File: src/rtl/controle_display_bcd_if.sv
// Bus between the two requesters (processor output instruction, debug/switch
// path) and the shared binary-to-BCD converter.
//   req_a/dado_a, req_b/dado_b : level requests with their binary words
//   ack_a/ack_b                : one-cycle capture pulses back to each requester
//   ocupado                    : conversion in progress
//   pronto                     : one-cycle pulse, digitos just updated
//   digitos/origem             : last completed BCD result and its source (0=A, 1=B)
interface controle_display_bcd_if #(
  parameter int WIDTH  = 26,
  parameter int DIGITS = 8
);
  logic                  req_a;
  logic [WIDTH-1:0]      dado_a;
  logic                  req_b;
  logic [WIDTH-1:0]      dado_b;
  logic                  ack_a;
  logic                  ack_b;
  logic                  ocupado;
  logic                  pronto;
  logic [4*DIGITS-1:0]   digitos;
  logic                  origem;

  modport master (
    output req_a, dado_a, req_b, dado_b,
    input  ack_a, ack_b, ocupado, pronto, digitos, origem
  );

  modport slave (
    input  req_a, dado_a, req_b, dado_b,
    output ack_a, ack_b, ocupado, pronto, digitos, origem
  );
endinterface

File: src/rtl/controle_display_bcd.sv
// Shares one iterative binary-to-BCD converter (shift-add-3, one bit per clock)
// between requester A and requester B with round-robin arbitration. The last
// completed result is held as packed BCD digits for the 7-segment drivers.
// Ports:
//   clock : system clock, rising edge
//   reset : asynchronous, active-high; clears all state
//   bus   : controle_display_bcd_if.slave (requests, acks, status, result)
module controle_display_bcd #(
  parameter int WIDTH  = 26,
  parameter int DIGITS = 8
) (
  input  logic                  clock,
  input  logic                  reset,
  controle_display_bcd_if.slave bus
);

  localparam int CNT_W = (WIDTH > 1) ? $clog2(WIDTH) : 1;

  localparam logic [1:0] OCIOSO   = 2'd0;
  localparam logic [1:0] CONVERTE = 2'd1;
  localparam logic [1:0] FIM      = 2'd2;

  logic [1:0]          state;
  logic                ptr;
  logic [WIDTH-1:0]    sr;
  logic [4*DIGITS-1:0] bcd;
  logic [CNT_W-1:0]    cnt;
  logic                orig;
  logic                ack_a_r;
  logic                ack_b_r;
  logic                pronto_r;
  logic [4*DIGITS-1:0] digitos_r;
  logic                origem_r;

  logic                grant_a;
  logic                grant_b;
  logic [4*DIGITS-1:0] bcd_adj;

  // Add 3 to every digit >= 5 ahead of the shift; 9+3=12 never overflows a nibble.
  function automatic logic [4*DIGITS-1:0] ajusta(input logic [4*DIGITS-1:0] v);
    logic [4*DIGITS-1:0] r;
    r = v;
    for (int k = 0; k < DIGITS; k++) begin
      if (v[4*k +: 4] >= 4'd5)
        r[4*k +: 4] = v[4*k +: 4] + 4'd3;
    end
    return r;
  endfunction

  // A lone requester always wins; under contention the pointer decides (0 -> A).
  assign grant_a = bus.req_a & (~bus.req_b | ~ptr);
  assign grant_b = bus.req_b & (~bus.req_a |  ptr);
  assign bcd_adj = ajusta(bcd);

  always_ff @(posedge clock or posedge reset) begin
    if (reset) begin
      state     <= OCIOSO;
      ptr       <= 1'b0;
      sr        <= '0;
      bcd       <= '0;
      cnt       <= '0;
      orig      <= 1'b0;
      ack_a_r   <= 1'b0;
      ack_b_r   <= 1'b0;
      pronto_r  <= 1'b0;
      digitos_r <= '0;
      origem_r  <= 1'b0;
    end else begin
      ack_a_r  <= 1'b0;
      ack_b_r  <= 1'b0;
      pronto_r <= 1'b0;
      case (state)
        OCIOSO: begin
          if (grant_a || grant_b) begin
            sr      <= grant_b ? bus.dado_b : bus.dado_a;
            bcd     <= '0;
            cnt     <= CNT_W'(WIDTH - 1);
            orig    <= grant_b;
            ptr     <= ~grant_b;
            ack_a_r <= grant_a;
            ack_b_r <= grant_b;
            state   <= CONVERTE;
          end
        end
        CONVERTE: begin
          bcd <= {bcd_adj[4*DIGITS-2:0], sr[WIDTH-1]};
          sr  <= {sr[WIDTH-2:0], 1'b0};
          cnt <= cnt - 1'b1;
          if (cnt == '0)
            state <= FIM;
        end
        FIM: begin
          digitos_r <= bcd;
          origem_r  <= orig;
          pronto_r  <= 1'b1;
          state     <= OCIOSO;
        end
        default: state <= OCIOSO;
      endcase
    end
  end

  assign bus.ack_a   = ack_a_r;
  assign bus.ack_b   = ack_b_r;
  assign bus.pronto  = pronto_r;
  assign bus.digitos = digitos_r;
  assign bus.origem  = origem_r;
  assign bus.ocupado = (state != OCIOSO);

endmodule

File: src/flat_wrapper.sv
// flat-port wrapper written by rule: the top's interface ports become plain ports
module controle_display_bcd_flat 
#(
  parameter int WIDTH  = 26,
  parameter int DIGITS = 8
)
  (clock, reset, bus_req_a, bus_dado_a, bus_req_b, bus_dado_b, bus_ack_a, bus_ack_b, bus_ocupado, bus_pronto, bus_digitos, bus_origem);
  controle_display_bcd_if #(.WIDTH(WIDTH), .DIGITS(DIGITS)) bus_i ();
  input  logic clock;
  input  logic reset;
  input wire logic [$bits(bus_i.req_a)-1:0] bus_req_a;
  input wire logic [$bits(bus_i.dado_a)-1:0] bus_dado_a;
  input wire logic [$bits(bus_i.req_b)-1:0] bus_req_b;
  input wire logic [$bits(bus_i.dado_b)-1:0] bus_dado_b;
  output wire logic [$bits(bus_i.ack_a)-1:0] bus_ack_a;
  output wire logic [$bits(bus_i.ack_b)-1:0] bus_ack_b;
  output wire logic [$bits(bus_i.ocupado)-1:0] bus_ocupado;
  output wire logic [$bits(bus_i.pronto)-1:0] bus_pronto;
  output wire logic [$bits(bus_i.digitos)-1:0] bus_digitos;
  output wire logic [$bits(bus_i.origem)-1:0] bus_origem;
  assign bus_i.req_a = bus_req_a;
  assign bus_i.dado_a = bus_dado_a;
  assign bus_i.req_b = bus_req_b;
  assign bus_i.dado_b = bus_dado_b;
  assign bus_ack_a = bus_i.ack_a;
  assign bus_ack_b = bus_i.ack_b;
  assign bus_ocupado = bus_i.ocupado;
  assign bus_pronto = bus_i.pronto;
  assign bus_digitos = bus_i.digitos;
  assign bus_origem = bus_i.origem;
  controle_display_bcd #(.WIDTH(WIDTH), .DIGITS(DIGITS)) u_core (.clock(clock), .reset(reset), .bus(bus_i));
endmodule
File: config.mk
export PLATFORM = sky130hd
export DESIGN_NAME = controle_display_bcd_flat
export DESIGN_NICKNAME = d
export VERILOG_FILES = /design/src/rtl/controle_display_bcd_if.sv /design/src/rtl/controle_display_bcd.sv /design/src/flat_wrapper.sv
export SDC_FILE = /design/constraint.sdc
export NUM_CORES = 1
export LEC_CHECK = 0
export ABC_AREA = 1
export CAP_MARGIN = 20
export CORE_MARGIN = 5
export CORE_UTILIZATION = 42
export CTS_CLUSTER_DIAMETER = 30
export DETAILED_ROUTE_END_ITERATION = 8
export PLACE_DENSITY = 0.75
export SETUP_SLACK_MARGIN = 0.1
export SYNTH_ARGS = -nofsm -noshare
export SYNTH_HDL_FRONTEND = slang
export SYNTH_SLANG_ARGS = --single-unit
export TNS_END_PERCENT = 100
File: constraint.sdc
create_clock -name clock -period 3.1 [get_ports clock]
set_input_delay 0.62 -clock clock [delete_from_list [all_inputs] [get_ports clock]]
set_output_delay 0.62 -clock clock [all_outputs]
set_load 0.01 [all_outputs]
Yosys cells after proc, flatten, opt, wreduce, memory -nomap -nowiden:

Index checks and enable logic that the tools add are counted.

* flip-flop bits (word level): 103
* output and inout port bits: 37
* word-level logic and storage cells: 71
* input port bits: 56

* $add $sub $neg: 9
* reduce and logical (&&, ||, !) cells: 8
* bitwise gates (word level): 8
* equal/unequal tests: 4
* multiplexer cells: 23
* order comparisons: 8

Operator list (number)
* 32-bit one-hot mux with 2 select lines: 1
* 26-bit two-way mux: 2
* 26-bit one-hot mux with 2 select lines: 1
* 4-bit by 3-bit greater-or-equal comparator with 1-bit output (second input constant): 8
* 32-bit two-way mux: 1
* 4-bit by 2-bit adder with 4-bit output (second input constant): 7
* 4-bit two-way mux: 7
* 5-bit one-hot mux with 2 select lines: 1
* 2-bit AND reduction: 3
* 5-bit logical NOT: 1
* 1-bit two-way mux: 5
* 5-bit two-way mux: 1
* 5-bit by 1-bit subtractor with 5-bit output (second input constant): 1
* 2-bit two-way mux: 2
* 2-bit by 1-bit != test with 1-bit output (second input constant): 2
* 1-bit NOT: 4
* 2-bit one-hot mux with 2 select lines: 1
* 2-bit nonzero test: 2
* 3-bit by 2-bit adder with 3-bit output (second input constant): 1
* 3-bit two-way mux: 1
* 1-bit bitwise AND: 2
* 2-bit by 1-bit == test with 1-bit output (second input constant): 1
* 2-bit == test (second input constant): 1
* 2-bit logical NOT: 1
* 2 further kinds: 3

Logic depth before layout (Yosys ltp):

* depth after elaboration: 6
* gate-level depth with buffers: 8
* depth with buffers taken out: 8

Least setup slack after synthesis:

No wires, ideal clock.

* kind: input port to flip-flop
* from: input port bus_req_b
* to: register u_core.sr[1]
* data required time: 2.984 ns
* slack: 1.665 ns
* buffers on the path: 2
* data arrival time: 1.319 ns
* stages on the path: 6
* cell sequence: buf_2 o21ai_2 buf_2 nand2_1 nand2_1 nand2_1

* word-level cells in the longest chain between the ends: 6

RTL lines
* start: declaration: RTL line flat_wrapper.sv:13 `input wire logic [$bits(bus_i.req_b)-1:0] bus_req_b;`
* 1-bit NOT: RTL line controle_display_bcd.sv:51 `assign grant_a = bus.req_a & (~bus.req_b | ~ptr);`
* 1-bit OR: RTL line controle_display_bcd.sv:51
* 1-bit bitwise AND: RTL line controle_display_bcd.sv:51
* 1-bit logical OR: RTL line controle_display_bcd.sv:74 `if (grant_a || grant_b) begin`
* 2-bit by 1-bit != test with 1-bit output (no source line)
* 2-bit AND reduction (no source line)
* end signal: assignment: RTL line controle_display_bcd.sv:75 `sr <= grant_b ? bus.dado_b : bus.dado_a;`
* end signal: assignment: RTL line controle_display_bcd.sv:87 `sr <= {sr[WIDTH-2:0], 1'b0};`
* end: declaration: RTL line controle_display_bcd.sv:25 `logic [WIDTH-1:0] sr;`

Parallel ways exist; a longest one is shown, timed or not. The select of a mux whose other input is x is not followed.
A chain may end at the register's enable or synchronous reset.

Worst setup path after layout:

* from: register u_core.state[1]
* to: output port bus_ocupado

* word-level cells in the longest chain between the ends: 1

RTL lines
* start: declaration: RTL line controle_display_bcd.sv:23 `logic [1:0] state;`
* start signal: assignment: RTL line controle_display_bcd.sv:57 `state <= OCIOSO;`
* start signal: assignment: RTL line controle_display_bcd.sv:82 `state <= CONVERTE;`
* start signal: assignment: RTL line controle_display_bcd.sv:90 `state <= FIM;`
* 2-bit nonzero test: RTL line controle_display_bcd.sv:108 `assign bus.ocupado = (state != OCIOSO);`
* end: declaration: RTL line flat_wrapper.sv:17 `output wire logic [$bits(bus_i.ocupado)-1:0] bus_ocupado;`

Every way passes these cells.

==> run_results.csv <==
group,metric,value,unit
worst_setup_path,worstSetupPathType,"flip-flop to output port",
clock_network,cts_buffers,9,
place,gp_congestion,0.827,
yosys,syn_inst,702,
worst_setup_path,cp_cell_sequence,"nor2_4 > inv_1 > clkdlybuf4s50_1",
floorplan,core_area,0.0125,sq mm
drt,vias,4658,
timing,hold_ws,479,ps
yosys,yosysTopAreaCell,"dfrtp_1",
clock_network,cts_tree,"done",
pwr,power,6.31,mW
pwr,p_per_area,946,mW/mm^2
cells_and_area,syn_to_final_growth,25.4,%
outcome,status,"completed",
yosys,synth_cell_types,22,
cells_and_area,final_nets,858,
floorplan,io_pins,93,
clock_network,path_clk_slew,70,ps
yosys,ys_seq_area_share,48.4,%
yosys,synth_top_family_by_area,"simple AND/OR/NAND/NOR gates",
yosys,synth_top_area_share,48.4,%
yosys,synthMuxAreaShare,0,%
clock_network,clk_latency,340,ps
place,dpl.hpwl,8.08,mm
yosys,synth-seq-cells,103,
worst_setup_path,worst_ep_arrival_time,1570,ps
floorplan,die_area,0.0150,sq mm
cells_and_area,n_antenna_cell,0,
worst_setup_path,startpoint_type,"flip-flop",
yosys,syn_nets,775,
drt,first_pass_iters,4,
flow_run,cap_violations,0,
worst_setup_path,required,2480,ps
worst_setup_path,cp_max_fo,5,
drt,wirelength,11.6,mm
timing,hold_viol,0,
yosys,avgSynthCellArea,7.58,sq um
clock_network,root_buffer,"clkbuf_16",
worst_setup_path,cp_top_family,"buffers and inverters",
timing,rsz0062_at_grt,"false",
yosys,synth-compound-area-share,6.11,%
place,dp_cells,946,
clock_network,htree_levels,3,
worst_setup_path,slowest_delay,490,ps
timing,slew_headroom,35.2,%
drt,wl_per_cell,12.1,um
drt,viasPerCell,4.84,
global_route,grt_max_degree,67,
yosys,synthSimpleGateAreaFrac,34.0,%
worst_setup_path,reg2reg_slack,1340,ps
global_route,antenna_found_initial,0,
global_route,grt_pass1_vias,4171,
pwr,p_leak,3.35,nW
timing,setup_tns,0,ps
yosys,synthesis.area,0.00532,sq mm
timing,setup_violations,0,
clock_network,cts_max_path_buffers,2,
floorplan,rows,41,
drt,drt_iter0_drc,442,
timing,slew_viol_final,0,
hold_path,hold_class,"flip-flop to flip-flop",
floorplan,initial_utilization,42.5,%
place,port-buffer-count,92,
timing,worst_slew_pin_slew,971,ps
yosys,synth_fa_ha_area_share,4.00,%
global_route,track_usage,16.1,%
timing,fin_crit_sh,70.5,%
worst_setup_path,path_buf_inv,2,
clock_network,cts_resized,0,
timing,finClkSkew,9.72,ps
yosys,ys_warn_count,0,
floorplan,fp.dieH,123,um
yosys,synth_xor_area_share,0,%
clock_network,hold_buffers,0,
cells_and_area,final_cells,962,
drt,ant_nets,0,
worst_setup_path,crit_path_end_kind,"output port",
cells_and_area,layout-drive-gt1-share,4.94,%
timing,period_needed,2190,ps
global_route,grt-ovfl-total,0,
floorplan,die_w,123,um
drt,drc,0,
clock_network,post_cts_buffers,0,
global_route,grt_pass1_wl,19.7,mm
worst_setup_path,critPathSlowestCell,"clkdlybuf4s50_1",
clock_network,clock_sinks,103,
yosys,synth_area_leaders,"dfrtp_1, nand2_1, nand3_1",
pwr,irDropWorstVdd,0.308,mV
timing,max_freq,458,MHz
[power breakdown]
group	leakage, nW	internal (mW)	switching, mW
Sequential	1.32	1.92	0.373
Clock	0.143	0.635	0.514
Combinational	1.89	1.16	1.71
[stage by stage]
step | worst slack [ps] | area [sq um] | utilization, %
after floorplan | 1250 | 5320 | -
after global placement | 747 | 6370 | 50.9
after CTS | 901 | 6670 | 53.3
final | 915 | 6670 | 53.3
after detailed placement | 742 | 6370 | 50.9
after global routing | 854 | 6670 | 53.3
[per-layer routing]
metal  global-route usage (%)  share of wire, %  up-vias
met3                     4.15               7.5        7
met2                     24.3                43      126
met5                        0                 0        -
met4                     3.64              0.65        0
li1                         -                 -     2418
met1                     23.3                49     2107
[flip-flops by register name (all words and copies together) (netlist names)]
name                count
u_core.bcd             32
u_core.bus.ack_a        1
u_core.bus.ack_b        1
u_core.bus.digitos     32
u_core.bus.origem       1
u_core.bus.pronto       1
u_core.cnt              5
u_core.orig             1
u_core.ptr              1
u_core.sr              26
u_core.state            2
[cell type report]
| cell class | count | area (sq um) |
|---|---|---|
| Inverter | 57 | 218 |
| Sequential cell | 103 | 2580 |
| Clock buffer | 9 | 225 |
| Clock inverter | 7 | 80.1 |
| Tap cell | 172 | 215 |
| Timing Repair Buffer | 102 | 1010 |
| Fill cell | 1215 | 5850 |
| Multi-Input combinational cell | 512 | 2350 |
[logic make-up after synthesis]
family / after synthesis
fa+ha+maj: 17
buf+inv: 87
compound gates: 64
flops: 103
simple gates: 431
[path summary, 6_finish.rpt]
kind / from / depth (start not counted) / to
min: u_core.sr[1] / 2 / u_core.sr[1]
min in group asynchronous: reset / 2 / u_core.sr[1]
min reg2reg: u_core.sr[1] / 2 / u_core.sr[1]
max: u_core.state[1] / 3 / bus_ocupado
max in group asynchronous: reset / 3 / u_core.bcd[3]
max reg2reg: u_core.state[0] / 7 / u_core.sr[21]
[synthesized netlist by cell type (all sizes together)]
| library cell | count |
|---|---|
| nand2 | 308 |
| dfrtp | 103 |
| nand3 | 93 |
| o21ai | 63 |
| inv | 57 |
| buf | 27 |
| ha | 17 |
| nand4 | 16 |
| nor2 | 11 |
| clkbuf | 3 |
| nand3b | 2 |
| o22ai | 1 |
| or2 | 1 |
[tightest hold or removal path, delay by kind of cell, from the launching register on]
kind             cells  cell delay [ps]
DFF                  1              340
and+or+nand+nor      2              100
[cells in the final DEF, fill, tap and decap left out, drive strengths merged, types with 3 or more instances in the layout]
master | netlist | routed
ha | 17 | 17
nand3 | 93 | 93
clkinvlp | 0 | 3
inv | 57 | 58
clkdlybuf4s50 | 0 | 92
buf | 27 | 10
nand2 | 308 | 308
o21ai | 63 | 63
dfrtp | 103 | 103
nor2 | 11 | 11
clkbuf | 3 | 9
nand4 | 16 | 16
(Power assumes the default switching activity.)
